File: config.mk
export PLATFORM = sky130hd
export DESIGN_NAME = sd_cmd_sequencer
export DESIGN_NICKNAME = d
export VERILOG_FILES = /design/src/rtl/sd_pkg.sv /design/src/rtl/sd_crc7.sv /design/src/rtl/sd_cmd_sequencer.sv
export SDC_FILE = /design/constraint.sdc
export NUM_CORES = 1
export LEC_CHECK = 0
export CAP_MARGIN = 40
export CORE_MARGIN = 5
export CORE_UTILIZATION = 35
export DETAILED_ROUTE_END_ITERATION = 10
export PLACE_DENSITY = 0.68
export SLEW_MARGIN = 20
export SYNTH_ARGS = -nofsm -noshare
export SYNTH_HDL_FRONTEND = slang
export SYNTH_SLANG_ARGS = --single-unit
export TNS_END_PERCENT = 1
File: constraint.sdc
create_clock -name clk -period 2.75 [get_ports clk]
set_clock_uncertainty 0.2 [all_clocks]
set_input_delay 0.6875 -clock clk [delete_from_list [all_inputs] [get_ports clk]]
set_output_delay 0.6875 -clock clk [all_outputs]
set_load 0.05 [all_outputs]
File: src/rtl/sd_pkg.sv
// Shared types and constants for the SD-card SPI command path.
// Holds the sequencer state enum, frame width, command numbers and the fixed CRC7 table.
package sd_pkg;

    typedef enum logic [2:0] {
        ST_IDLE,
        ST_LOAD,
        ST_SEND,
        ST_WAIT_SEND,
        ST_RESP,
        ST_DONE
    } sd_state_t;

    localparam int FRAME_W = 48;

    localparam logic [5:0] CMD0   = 6'd0;
    localparam logic [5:0] CMD8   = 6'd8;
    localparam logic [5:0] CMD17  = 6'd17;
    localparam logic [5:0] CMD55  = 6'd55;
    localparam logic [5:0] ACMD41 = 6'd41;

    localparam logic [7:0] R1_IDLE = 8'h01;

    // The card only checks CRC on CMD0 and CMD8 in SPI mode; everything else gets all-ones.
    function automatic logic [6:0] crc7_const(input logic [5:0] idx);
        case (idx)
            CMD0:    crc7_const = 7'h4A;
            CMD8:    crc7_const = 7'h43;
            default: crc7_const = 7'h7F;
        endcase
    endfunction

endpackage

File: src/rtl/sd_crc7.sv
// Serial CRC7 (x^7 + x^3 + 1), one message bit per enabled clock, MSB first.
module sd_crc7 (
    input  logic       clk,
    input  logic       reset,
    input  logic       clear,
    input  logic       en,
    input  logic       bit_in,
    output logic [6:0] crc
);

    logic fb;

    assign fb = bit_in ^ crc[6];

    always_ff @(posedge clk or negedge reset) begin
        if (!reset) begin
            crc <= '0;
        end else if (clear) begin
            crc <= '0;
        end else if (en) begin
            crc <= {crc[5:0], 1'b0} ^ {3'b000, fb, 2'b00, fb};
        end
    end

endmodule

File: src/rtl/sd_cmd_sequencer.sv
// One SD SPI-mode command transaction: frame build, serializer handshake, R1 poll.
// Define SD_CMD_SEQ_CRC_EN to compute CRC7 in hardware; otherwise a fixed CRC table is used.
//
// state      | meaning
// IDLE       | ready for a command, cs_n high
// LOAD       | build frame (40 extra cycles when CRC is computed)
// SEND       | one-cycle serializer start pulse
// WAIT_SEND  | wait for serializer to finish shifting the frame
// RESP       | shift MISO on SCLK rising edges until R1 or NCR limit
// DONE       | pulse resp_valid, release cs_n
module sd_cmd_sequencer
    import sd_pkg::*;
#(
    parameter int NCR_MAX   = 8,
    parameter int DATA_BITS = 48
) (
    input  logic                 clk,
    input  logic                 reset,
    input  logic                 sclk_posedge,
    input  logic                 sclk_negedge,
    input  logic                 cmd_valid,
    output logic                 cmd_ready,
    input  logic [5:0]           cmd_index,
    input  logic [31:0]          cmd_arg,
    output logic                 sender_en,
    output logic [DATA_BITS-1:0] sender_data,
    input  logic                 sender_done,
    input  logic                 miso,
    output logic                 cs_n,
    output logic                 resp_valid,
    output logic [7:0]           resp_r1,
    output logic                 resp_timeout
);

    localparam logic [7:0] NCR_LIM = 8'(NCR_MAX);

    sd_state_t   state;
    logic [5:0]  idx_q;
    logic [31:0] arg_q;
    logic [7:0]  shift_q;
    logic [2:0]  bit_cnt;
    logic [7:0]  byte_cnt;
    logic [39:0] header;
    logic [6:0]  crc_field;
    logic        load_done;
    logic        sample;
    logic [7:0]  shift_nx;

    assign header   = {2'b01, idx_q, arg_q};
    // A strobe pair landing on the same cycle means SCLK is misaligned; don't sample it.
    assign sample   = sclk_posedge & ~sclk_negedge;
    assign shift_nx = {shift_q[6:0], miso};

`ifdef SD_CMD_SEQ_CRC_EN
    logic [5:0]  crc_cnt;
    logic [39:0] crc_sr;
    logic        crc_en;
    logic [6:0]  crc;

    assign crc_en    = (state == ST_LOAD) && (crc_cnt != 6'd40);
    assign load_done = (crc_cnt == 6'd40);
    assign crc_field = crc;

    always_ff @(posedge clk or negedge reset) begin
        if (!reset) begin
            crc_cnt <= '0;
            crc_sr  <= '0;
        end else if (state == ST_IDLE) begin
            crc_cnt <= '0;
            crc_sr  <= {2'b01, cmd_index, cmd_arg};
        end else if (crc_en) begin
            crc_cnt <= crc_cnt + 6'd1;
            crc_sr  <= {crc_sr[38:0], 1'b0};
        end
    end

    sd_crc7 u_crc7 (
        .clk    (clk),
        .reset  (reset),
        .clear  (state == ST_IDLE),
        .en     (crc_en),
        .bit_in (crc_sr[39]),
        .crc    (crc)
    );
`else
    assign load_done = 1'b1;
    assign crc_field = crc7_const(idx_q);
`endif

    always_ff @(posedge clk or negedge reset) begin
        if (!reset) begin
            state        <= ST_IDLE;
            idx_q        <= '0;
            arg_q        <= '0;
            shift_q      <= '0;
            bit_cnt      <= '0;
            byte_cnt     <= '0;
            cmd_ready    <= 1'b1;
            sender_en    <= 1'b0;
            sender_data  <= '0;
            cs_n         <= 1'b1;
            resp_valid   <= 1'b0;
            resp_r1      <= 8'hFF;
            resp_timeout <= 1'b0;
        end else begin
            sender_en  <= 1'b0;
            resp_valid <= 1'b0;
            case (state)
                ST_IDLE: begin
                    if (cmd_valid) begin
                        idx_q     <= cmd_index;
                        arg_q     <= cmd_arg;
                        cs_n      <= 1'b0;
                        cmd_ready <= 1'b0;
                        state     <= ST_LOAD;
                    end
                end
                ST_LOAD: begin
                    if (load_done) begin
                        sender_data <= {header, crc_field, 1'b1};
                        sender_en   <= 1'b1;
                        state       <= ST_SEND;
                    end
                end
                ST_SEND: state <= ST_WAIT_SEND;
                ST_WAIT_SEND: begin
                    if (sender_done) begin
                        bit_cnt  <= '0;
                        shift_q  <= '0;
                        byte_cnt <= '0;
                        state    <= ST_RESP;
                    end
                end
                ST_RESP: begin
                    if (sample) begin
                        shift_q <= shift_nx;
                        bit_cnt <= bit_cnt + 3'd1;
                        if (bit_cnt == 3'd7) begin
                            if (!shift_nx[7]) begin
                                resp_r1      <= shift_nx;
                                resp_timeout <= 1'b0;
                                resp_valid   <= 1'b1;
                                cs_n         <= 1'b1;
                                state        <= ST_DONE;
                            end else if (byte_cnt + 8'd1 == NCR_LIM) begin
                                resp_r1      <= 8'hFF;
                                resp_timeout <= 1'b1;
                                resp_valid   <= 1'b1;
                                cs_n         <= 1'b1;
                                state        <= ST_DONE;
                            end else begin
                                byte_cnt <= byte_cnt + 8'd1;
                            end
                        end
                    end
                end
                ST_DONE: begin
                    cmd_ready <= 1'b1;
                    state     <= ST_IDLE;
                end
                default: state <= ST_IDLE;
            endcase
        end
    end

endmodule

==> impl_metrics.yaml <==
logic_synthesis:
  synth-compound-area-share_pct: 7.032
  synthAdderAreaFrac_pct: 1.066
  synth_ff_type: "dfrtp_1"
  synth_area_leader_cell: "dfrtp_1"
  synth_edf_count: 0
  async_flop_share_pct: 100.0
  synthXorXnorAreaFrac_pct: 0.7192
  yosys_warnings: 0
  synth_seq_cells: 114
  synth_top_area_share_pct: 55.41
  synth.mux.area_fraction_pct: 18.46
  ys_seq_area_share_pct: 61.00
  yosys.area_share.simple_pct: 8.258
  synth_area_leaders: "dfrtp_1 55%, mux2_2 18%, dfstp_2 5.6%, nand2_1 2.4%, buf_2 1.4%"
  yosysUniqueCellTypes: 51
  synthCells: 345
  netlist_top_cells_count: "104 x dfrtp_1, 73 x mux2_2, 30 x nand2_1"
  syn_area_per_cell_um2: 13.61
  synth_top_family_by_area: "multiplexers"
  syn_nets: 394
  syn_area_mm2: 0.004697
  synth_most_common_cell: "dfrtp_1"
floorplanning:
  die-width_um: 125.8
  ioPinCount: 106
  coreArea_mm2: 0.01319
  die_height_um: 125.8
  die_area_mm2: 0.01584
  rows: 42
  initial_utilization_pct: 35.61
power_and_ir_drop:
  p_leak_nw: 2.742
  p_comb_share_pct: 39.5
  p_clk_share_pct: 27.5
  p_sw_mw: 2.975
  seq_power_share_pct: 33.0
  p_per_area_mw_per_mm2: 1259
  switching_share_pct: 36.18
  power_mw: 8.223
  peakVddDrop_mv: 0.7324
  p_int_mw: 5.248
placement:
  pre_cts_ws_ns: 0.2032
  place_inst: 608
  dp_hpwl_mm: 6.626
  io_buffers: 104
  gp_congestion: 0.8301
global_routing:
  antenna_found_initial: 0
  track_usage_pct: 13.06
  grt_pass1_wl_mm: 16.59
  grt-ovfl-total: 0
  grt_pass1_vias: 3333
  grt_max_degree: 76
timing:
  relSlewSlack_pct: 64.13
  finalCritPeriodShare_pct: 95.95
  fin_crit_ns: 2.639
  final_hold_viol_count: 0
  drv_slew: 0
  setup-tns-final_ns: 0
  tightestPinTransition_ns: 0.5363
  setup_ws_ns: 0.1113
  rsz0062_at_grt: "no"
  finalSetupViolCount: 0
  max_freq_mhz: 379.0
setup_path:
  slowest_delay_ns: 0.82
  path_class: "register to output port"
  cp_slowest_cell: "clkdlybuf4s50_1"
  cp-end-kind: "output port"
  worst_setup_path_start_kind: "register"
  crit_arrival_ns: 1.75
  regToRegSetupSlack_ns: 0.54
  worstPathCellList: "clkdlybuf4s50_1"
  required_ns: 1.86
  critPathMaxFanout: 2
  crit_family: "buffers and inverters"
  cp.buffers_inverters: 1
cts:
  cts_buffer_depth: 2
  cts_tree: "done"
  cts_buffers: 17
  clockRootBuffer: "clkbuf_16"
  clk_latency_ns: 0.41
  htreeDepth: 4
  cts_resized: 0
  clkSlewWorstSetupHoldPaths_ns: 0.05
  cts_sinks: 114
routing:
  vias_per_cell: 4.827
  wl_per_cell_um: 15.08
  drt_iter0_markers: 128
  vias: 3094
  antenna_left: 0
  wl_mm: 9.668
  drc: 0
  firstDrtPassIters: 4
finish:
  final_core_util_pct: 49.53
  drive_gt1_share_pct: 29.25
  antenna_cells: 0
  nets: 501
  final_cells: 641
  n_fill_cell: 1116
  areaGrowthSynthToFinish_pct: 39.08
min_path:
  hp-class: "register to register"
flow_run:
  drv_cap: 0
run_status:
  status: "completed"
[stage by stage]
step / hold WS [ns] / instance area (um^2)
detailed placement: 0.2671 / 5909
floorplan: 0.1919 / 4697
global route: 0.2976 / 6533
finish: 0.2780 / 6533
global placement: 0.2560 / 5909
CTS: 0.2794 / 6533
[sequential cells by signal (all words and copies together) (netlist names)]
register	cells
arg_q	32
bit_cnt	3
byte_cnt	8
cmd_ready	1
cs_n	1
idx_q	6
resp_r1	8
resp_timeout	1
resp_valid	1
sender_data	42
sender_en	1
shift_q	7
state	3
[layout by cell type, fill, tap and decap left out, types with 4 or more instances in the layout]
master	instances
inv_1	5
buf_4	6
o22a_1	7
dfstp_2	10
dfrtp_1	104
a22o_1	4
bufinv_16	4
mux2_1	4
clkbuf_16	17
nor4_1	4
ha_1	4
clkdlybuf4s50_1	102
o21ai_0	7
nand3_1	11
mux2_2	73
nand2_1	30
o21ai_1	4
clkbuf_1	4
nor2_1	9
[metal layers]
metal  up-vias  track usage [%]  share of wire (%)  routed length, um
met5         -                0                  0                  0
met4         0            6.435                2.0                192
met3        18            5.461                7.4                714
met2        94            20.39                 48               4627
met1      1549            15.60                 43               4133
li1       1433                -                  -                  -
[power groups by stage]
stage | logic [mW] | registers (mW) | clock network (mW)
3_3_place_gp | 3.24 | 2.71 | 0
5_1_grt | 3.44 | 2.81 | 2.41
4_1_cts | 3.31 | 2.72 | 2.33
2_1_floorplan | 1.21 | 3.74 | 0
3_5_place_dp | 3.30 | 2.74 | 0
6_report | 3.25 | 2.71 | 2.26
[path summary, 6_finish.rpt]
kind / from / end / cells after the start
setup / recovery: resp_r1[0] / resp_r1[0] / 1
hold / removal: bit_cnt[1] / bit_cnt[1] / 2
setup reg to reg: state[1] / resp_r1[1] / 6
hold reg to reg: bit_cnt[1] / bit_cnt[1] / 2
max in group asynchronous: reset / cs_n / 3
min in group asynchronous: reset / resp_valid / 2
[worst min-delay path, cell delays in order (launching register included)]
cell and delay [ns]:
dfrtp_1 0.34, nand2_1 0.05, nand2_1 0.05
[repair_timing]
action                                 in CTS  in global routing
hold buffers                                1                  0
endpoints found under the hold margin       3                  0
buffers inserted                            0                  0
[logic make-up after synthesis]
family	Yosys count
multiplexers	77
AND/OR/NAND/NOR	75
other	1
XOR/XNOR	3
AO/OA/AOI/OAI	42
flip-flops	114
adder cells (fa/ha/maj)	4
buffers and inverters	29
[final cells by class]
type	count	area [um^2]	area share [%]
inverter	5	18.77	0.2873
clock buffer	22	454.2	6.953
sequential	114	2865	43.86
timing repair buffer	112	1136	17.39
multi-input combinational	202	1679	25.70
tap	176	220.2	3.371
clock inverter	10	158.9	2.432
Note: power is estimated with default switching activity, not from simulation.
